$ cat config.mk
export PLATFORM = sky130hd
export DESIGN_NAME = uart_loopback_checker_lfsr8
export DESIGN_NICKNAME = d
export VERILOG_FILES = /design/src/rtl/uart_loopback_checker_pkg.sv /design/src/rtl/uart_loopback_checker_lfsr8.sv
export SDC_FILE = /design/constraint.sdc
export NUM_CORES = 1
export LEC_CHECK = 0
export CAP_MARGIN = 30
export CORE_AREA = 2 2 39 41
export DETAILED_ROUTE_END_ITERATION = 12
export DIE_AREA = 0 0 41 43
export HOLD_SLACK_MARGIN = 0.06
export PLACE_DENSITY = 0.73
export SYNTH_ARGS = -nofsm -noshare
export SYNTH_HDL_FRONTEND = slang
export SYNTH_SLANG_ARGS = --single-unit
$ cat constraint.sdc
create_clock -name clock -period 1.3 [get_ports clock]
set_input_delay 0.26 -clock clock [delete_from_list [all_inputs] [get_ports clock]]
set_output_delay 0.26 -clock clock [all_outputs]
set_load 0.005 [all_outputs]
$ cat src/rtl/uart_loopback_checker_pkg.sv
// Shared definitions for the UART loopback checker: FSM states, LFSR taps and defaults.
// The testbench imports this package as well.
package uart_loopback_checker_pkg;

    typedef enum logic [1:0] {
        ST_IDLE = 2'd0,
        ST_SEND = 2'd1,
        ST_WAIT = 2'd2,
        ST_DONE = 2'd3
    } state_t;

    // Feedback taps on bits 7,5,4,3.
    localparam logic [7:0] LFSR_TAPS       = 8'hB8;
    localparam logic [7:0] DEFAULT_SEED    = 8'h01;
    localparam int         DEFAULT_TIMEOUT = 4096;
    localparam int         DEFAULT_COUNT   = 256;

    function automatic logic [7:0] lfsr_next(input logic [7:0] v);
        return {v[6:0], ^(v & LFSR_TAPS)};
    endfunction

endpackage

$ cat src/rtl/uart_loopback_checker_lfsr8.sv
// 8-bit Fibonacci LFSR producing the test byte stream; loads the seed on reset or load,
// steps only when advance is asserted.
module uart_loopback_checker_lfsr8
    import uart_loopback_checker_pkg::*;
(
    input  logic       clock,
    input  logic       reset,
    input  logic       load,
    input  logic [7:0] seed,
    input  logic       advance,
    output logic [7:0] value
);

    logic [7:0] value_q;
    logic [7:0] value_d;

    always_comb begin
        value_d = value_q;
        if (load) begin
            value_d = seed;
        end else if (advance) begin
            value_d = lfsr_next(value_q);
        end
    end

    always_ff @(posedge clock) begin
        if (reset) begin
            value_q <= seed;
        end else begin
            value_q <= value_d;
        end
    end

    assign value = value_q;

endmodule

==> implementation parameters, run 1 <==
Parameter                              Value

Worst setup path
  Data required time at the worst endpoint ... roughly 1.3 ns
  Critical path capture point type ... flip-flop
  Cell-by-cell trace of the critical path ... buf_4 -> xnor2_1 -> xnor2_1 -> a21oi_1
  Path type of the worst setup path ... reg -> reg
  Worst setup startpoint ... value[7]
  Critical path destination ... value[0]
  R2r endpoint ... value[0]
  Family with the most delay on the worst path ... flip-flops
  Worst r2r src ... value[7]
  Levels on crit path ... 4
  Worst-path cell with the longest stage delay ... edfxtp_1
  Crit path max fanout ... 2
  Startpoint kind of the worst setup timing path ... flip-flop
  Max stage delay on crit path ... between 0.3 and 0.4 ns
  Setup slack on the worst flop-to-flop path ... 0.07 ns
  Worst EP arrival ... approximately 1.2 ns
  Buffers and inverters on the worst path ... 1
  Worst Reg2Reg Path Length in Cells ... 4
  Most common cell type on the critical path ... xnor2_1

Clock tree
  CTS Sinks ... 8
  Number of buffers inserted during clock tree synthesis ... 3
  Maximum buffer depth of the clock tree ... 2
  Clock tree from TritonCTS ... built
  Reg clk slew, reported paths ... ~0.05 ns
  Worst-Skew Late Latency ... 0.25 ns
  Level count of the clock H-tree ... 1
  Root cell of the clock tree ... clkbuf_4

Synthesis
  Async set-reset flop share out of synthesis ... 0
  Most frequently used flop master after synthesis ... edfxtp_1
  Avg Cell Area, Syn ... roughly 17 um2
  Commonest cells in the netlist ... edfxtp_1 (8), mux2_2 (7), xnor2_1 (3)
  Netlist area before placement ... between 300 and 400 um2
  Top cells by area in the synthesized netlist ... edfxtp_1 (64%), mux2_2 (21%), xnor2_1 (7.0%), nor2_4 (3.0%), or3_2 (2.0%)
  Cells after synthesis ... 22
  Number of synthesized register bits ... 8
  Warnings, synthesis ... 0
  Share of Yosys cell area claimed by the top area cell type ... 0.644
  Synthesized netlist net count ... 34
  Most repeated cell in the gate-level netlist after synthesis ... edfxtp_1
  Proportion of synthesized chip area in sequential cells ... 0.644
  Post-synthesis cell type with the largest combined area ... edfxtp_1
  Count of distinct cell types in the synthesized netlist ... 7
  Number of enable-type register cells in the synthesized netlist ... 8

Floorplan
  Row count ... 14
  Core footprint ... between 1000 and 1500 um2
  Total Die Area ... 1760 um2
  Chip height ... about 43 um
  Die extent in x ... 41 um
  I/O pin count ... 20
  Starting utilization of the core area ... 0.269

Detailed routing
  Number of vias after detailed routing ... ~280
  Post-route antenna net violation count ... 0
  Avg Vias per Cell ... ~4.3
  Iteration count of the initial detailed-routing pass ... 1
  Post-detailed-route wirelength per cell ... approximately 12 um
  Final Routed Wirelength ... 763 um
  Residual DRC ... 0
  Drt initial violations ... 0

Timing
  Final worst path period share ... 0.943
  Final worst-path setup slack ... ~0.074 ns
  Headroom to the max-slew limit ... 0.847
  Final critical-path required period ... 1.23 ns
  Total negative slack for setup checks ... 0 ns
  Final slew viol count ... 0
  Final hold violation count ... 0
  Maximum clock frequency ... approximately 800 MHz
  Setup repair after global routing missed its margin ... no
  Worst setup skew after layout ... approximately 0.0021 ns
  Final setup fails ... 0
  Tightest Pin Transition ... ~0.23 ns

GRT
  Initial antenna violation count ... 0
  Overall fraction of global-route tracks in use ... 0.106
  Global-route layer with the greatest usage ... met2
  GR Layer Usage met3 ... 0.0471
  Global-route wire length before repair ... 1170 um
  Global Route met2 Usage ... 0.153
  Maximum number of pins on one net before global-route repair ... 9
  Overflow left after global routing ... 0
  Met1 capacity usage during global routing ... 0.115
  Vias in the first global route ... between 300 and 400

Power
  Peak ir drop on the vdd network ... between 400 and 500 uV
  Power density cells ... roughly 1100 nW/um2
  Leakage Power ... between 0.2 and 0.25 nW

Cells and area
  Final #Nets ... 62
  Synth-to-layout area growth ... 68.1%
  Final-layout fill cell count ... 135
  Number of flip-flops under the largest register name ... 8
  Count of antenna diodes in the layout ... 0
  Share of final-layout standard cells stronger than drive strength 1 ... 0.333
  Final Util ... 0.453
  Count of non-filler cells in the finished layout ... between 60 and 70
  Post-route cell area ... roughly 630 um2

Job
  Max-cap viol count ... 0

Placed design
  Routability congestion estimate from global placement ... approximately 0.66
  Post-placement cell count ... a little under 60
  Number of port buffers ... 19
  Post-place instance area ... 591 um2
  Setup WS pre-CTS ... -0.325 ns
  Post-DP HPWL ... between 500 and 600 um

Worst hold path
  Type of the most critical hold path ... reg -> reg

Run status
  Status ... complete, no violations
## cell usage in the layout (no fill, tap or decap)
master	n
dlygate4sd2_1	10
clkdlybuf4s50_1	9
edfxtp_1	8
mux2_2	7
buf_4	4
xnor2_1	3
clkbuf_4	3
nor2_4	1
nor2_1	1
a21oi_1	1
or3_4	1
## power breakdown
group	internal [mW]	leakage, nW	switching, mW	total [mW]
logic	0.0995	0.148	0.0506	0.150
registers	0.317	0.0829	0.0136	0.331
clock network	0.105	0.0138	0.0775	0.183
total	0.522	0.245	0.142	0.664
## what timing repair did
item | 4_1_cts | 5_1_grt
gates resized for setup | 11 | 0
setup endpoints to repair | 23 | 0
hold buffers | 0 | 0
setup buffers | 3 | 0
## worst min-delay path by stage
stage | from | to | slack, ns | depth (start not counted)
floorplan | seed[1] | value[1] | 0.48 | 1
detailed placement | value[0] | value[1] | 0.57 | 1
finish | value[6] | value[7] | 0.59 | 1
global placement | value[6] | value[7] | 0.58 | 1
CTS | value[6] | value[7] | 0.58 | 1
global route | value[0] | value[1] | 0.60 | 1
## layout make-up
| type | count | area, um2 | area share |
|---|---|---|---|
| clock buffer | 3 | 22.5 | 0.0359 |
| timing repair buffer | 23 | 208 | 0.331 |
| sequential | 8 | 240 | 0.383 |
| multi-input combinational | 14 | 136 | 0.218 |
| tap | 16 | 20.0 | 0.0319 |
## worst register-to-register path, stage by stage, from the launching register on
cell      delay, ns
edfxtp_1       0.37
buf_4          0.14
xnor2_1        0.19
xnor2_1        0.16
a21oi_1        0.10
## logic make-up after synthesis
group	after synthesis	synth area share
mux	7	0.211
xor+xnor	3	0.0705
simple gates	3	0.0604
flops	8	0.644
compound gates	1	0.0134
## per-stage QoR
step / total power, mW / hold slack (ns)
after floorplan: 0.394 / 0.480
after global placement: 0.493 / 0.579
after detailed placement: 0.493 / 0.568
after CTS: 0.673 / 0.581
after global routing: 0.700 / 0.602
final: 0.664 / 0.585
## per-layer routing
layer,vias up,share of wire
li1,135,-
met1,121,0.42
met2,20,0.46
met3,0,0.13
met4,0,0
met5,-,0
No activity file was read; power rests on OpenSTA's default activity.
==> run 2, diff against run 1 <==
- PLACE_DENSITY: 0.73 -> 0.75
- clock period: 1.3 -> 1.1 ns (I/O delays scaled with it)
==> run 2 against run 1 <==
Register-to-register slack worse by 0.17 ns. Hold slack got worse by 0.17 ns. Highest routed layer unchanged. The flow now finishes with violations (negative setup slack). Sequential share of layout area is 3.0 points lower.
==> implementation parameters, run 2 (synthesis gave the netlist of run 1 again) <==
Parameter                              Value

Run status
  Status ... finished, violations left
  Failing checks ... negative setup slack

GRT
  Overflow left after global routing ... 0
  Global-route wire length before repair ... between 1000 and 1500 um
  Vias in the first global route ... ~300
  Maximum number of pins on one net before global-route repair ... 9
  Overall fraction of global-route tracks in use ... 0.113
  Initial antenna violation count ... 0

Detailed routing
  Post-route antenna net violation count ... 0
  Avg Vias per Cell ... 4.48
  Number of vias after detailed routing ... between 200 and 300
  Drt initial violations ... 0
  Final Routed Wirelength ... 883 um
  Iteration count of the initial detailed-routing pass ... 1
  Residual DRC ... 0
  Post-detailed-route wirelength per cell ... between 10 and 15 um

Floorplan
  Starting utilization of the core area ... 0.269
  Die extent in x ... roughly 41 um
  Core footprint ... about 1400 um2
  Chip height ... 43 um
  I/O pin count ... 20
  Total Die Area ... between 1500 and 2000 um2
  Row count ... 14

Power
  Power density cells ... roughly 1300 nW/um2
  Post-route total power ... between 800 and 900 uW
  Leakage Power ... 0.292 nW
  Peak ir drop on the vdd network ... 540 uV

Timing
  Final setup fails ... 1
  Setup repair after global routing missed its margin ... yes
  Final slew viol count ... 0
  Final critical-path required period ... 1.20 ns
  Final worst path period share ... 1.09
  Final hold violation count ... 0
  Maximum clock frequency ... 833 MHz
  Tightest Pin Transition ... 0.304 ns
  Worst setup skew after layout ... roughly 0.0013 ns
  Smallest hold slack ... about 0.41 ns
  Final worst-path setup slack ... -0.0998 ns
  Headroom to the max-slew limit ... 0.797
  Total negative slack for setup checks ... -0.0998 ns

Worst hold path
  Type of the most critical hold path ... in -> reg
  Destination of the worst hold path ... value[0]
  Worst min-delay path startpoint ... load
  Instance count along the most critical hold path ... 2

Cells and area
  Area occupied by multi-input gates ... 196 um2
  Final Util ... 0.492
  Final-layout fill cell count ... about 130
  Area of all sequential standard cells ... 240 um2
  Final #Nets ... between 60 and 70
  Number of flip-flops under the largest register name ... 8
  Count of non-filler cells in the finished layout ... 66
  Most common cell after layout, fill and taps aside ... clkdlybuf4s50_1
  Top library cells by usage in the layout, fill and taps aside ... clkdlybuf4s50_1 (9), edfxtp_1 (8), mux2_4 (7)
  Count of antenna diodes in the layout ... 0
  Share of final-layout standard cells stronger than drive strength 1 ... 0.600
  Post-route cell area ... between 600 and 700 um2
  Synth-to-layout area growth ... 82.6%

Clock tree
  Number of buffers inserted during clock tree synthesis ... 3
  Level count of the clock H-tree ... 1
  Reg clk slew, reported paths ... about 0.05 ns
  Clock tree from TritonCTS ... built
  Maximum buffer depth of the clock tree ... 2
  Worst-Skew Late Latency ... around 0.25 ns
  CTS Sinks ... 8
  Root cell of the clock tree ... clkbuf_4

Worst setup path
  Data required time at the worst endpoint ... approximately 1.1 ns
  Max stage delay on crit path ... 0.42 ns
  Startpoint kind of the worst setup timing path ... flip-flop
  Worst-path cell with the longest stage delay ... edfxtp_1
  R2r endpoint ... value[0]
  Critical path capture point type ... flip-flop
  Cell-by-cell trace of the critical path ... buf_6 -> xnor2_4 -> xnor2_2 -> a21oi_1
  Path type of the worst setup path ... reg -> reg
  Worst EP arrival ... 1.20 ns
  Worst Reg2Reg Path Length in Cells ... 4
  Setup slack on the worst flop-to-flop path ... -0.1 ns
  Crit path max fanout ... 2
  Worst r2r src ... value[3]

Job
  Max-cap viol count ... 0

Placed design
  Post-DP HPWL ... 578 um
  Setup WS pre-CTS ... -0.490 ns
  Post-place instance area ... between 500 and 600 um2
  Post-placement cell count ... 57
  Number of port buffers ... 19
  Routability congestion estimate from global placement ... between 0.6 and 0.7
run 2: changes by cell type in the layout (fill, tap and decap cells not counted), sizes merged:
cell and delta:
buf +5, clkbuf +6, clkdlybuf4s15 +1, dlygate4sd2 -10
run 2: timing repair:
item,in CTS,in global routing
resized for setup,26,21
hold endpoints to repair,0,0
buffers inserted,6,0
pin swaps,3,3
setup endpoints to repair,24,13
hold buffers,0,0
run 2: worst max path at each step:
stage / from / cells after the start / to
after floorplan: value[5] / 3 / value[0]
after global placement: load / 2 / value[4]
after detailed placement: load / 2 / value[2]
after CTS: value[4] / 4 / value[0]
after global routing: value[3] / 4 / value[0]
final: value[3] / 4 / value[0]
run 2: routing by layer:
metal	routed length, um	vias to the layer above	track usage
met5	0	-	0
met4	0	0	0.0800
met3	99	0	0.0419
met2	444	20	0.169
met1	339	136	0.124
li1	-	140	-
run 2: layout make-up:
class                   instances  area share
well taps                      16      0.0294
repair buffers                 25       0.296
multi-input cells              14       0.289
clock buffers                   3      0.0331
flip-flops and latches          8       0.353
run 2: worst max-delay path: cells and delay by family, from the launching register on:
family	cells	cell delay (ns)
DFF	1	0.42
buffers and inverters	1	0.16
AOI/OAI and AO/OA	1	0.08
xor gates and xnor gates	2	0.30
run 2: power by group:
group / switching, mW / leakage, nW / internal (mW) / total (mW)
registers: 0.0233 / 0.0829 / 0.376 / 0.399
logic: 0.0772 / 0.195 / 0.163 / 0.240
clock network: 0.0933 / 0.0138 / 0.124 / 0.218
total: 0.194 / 0.292 / 0.663 / 0.857
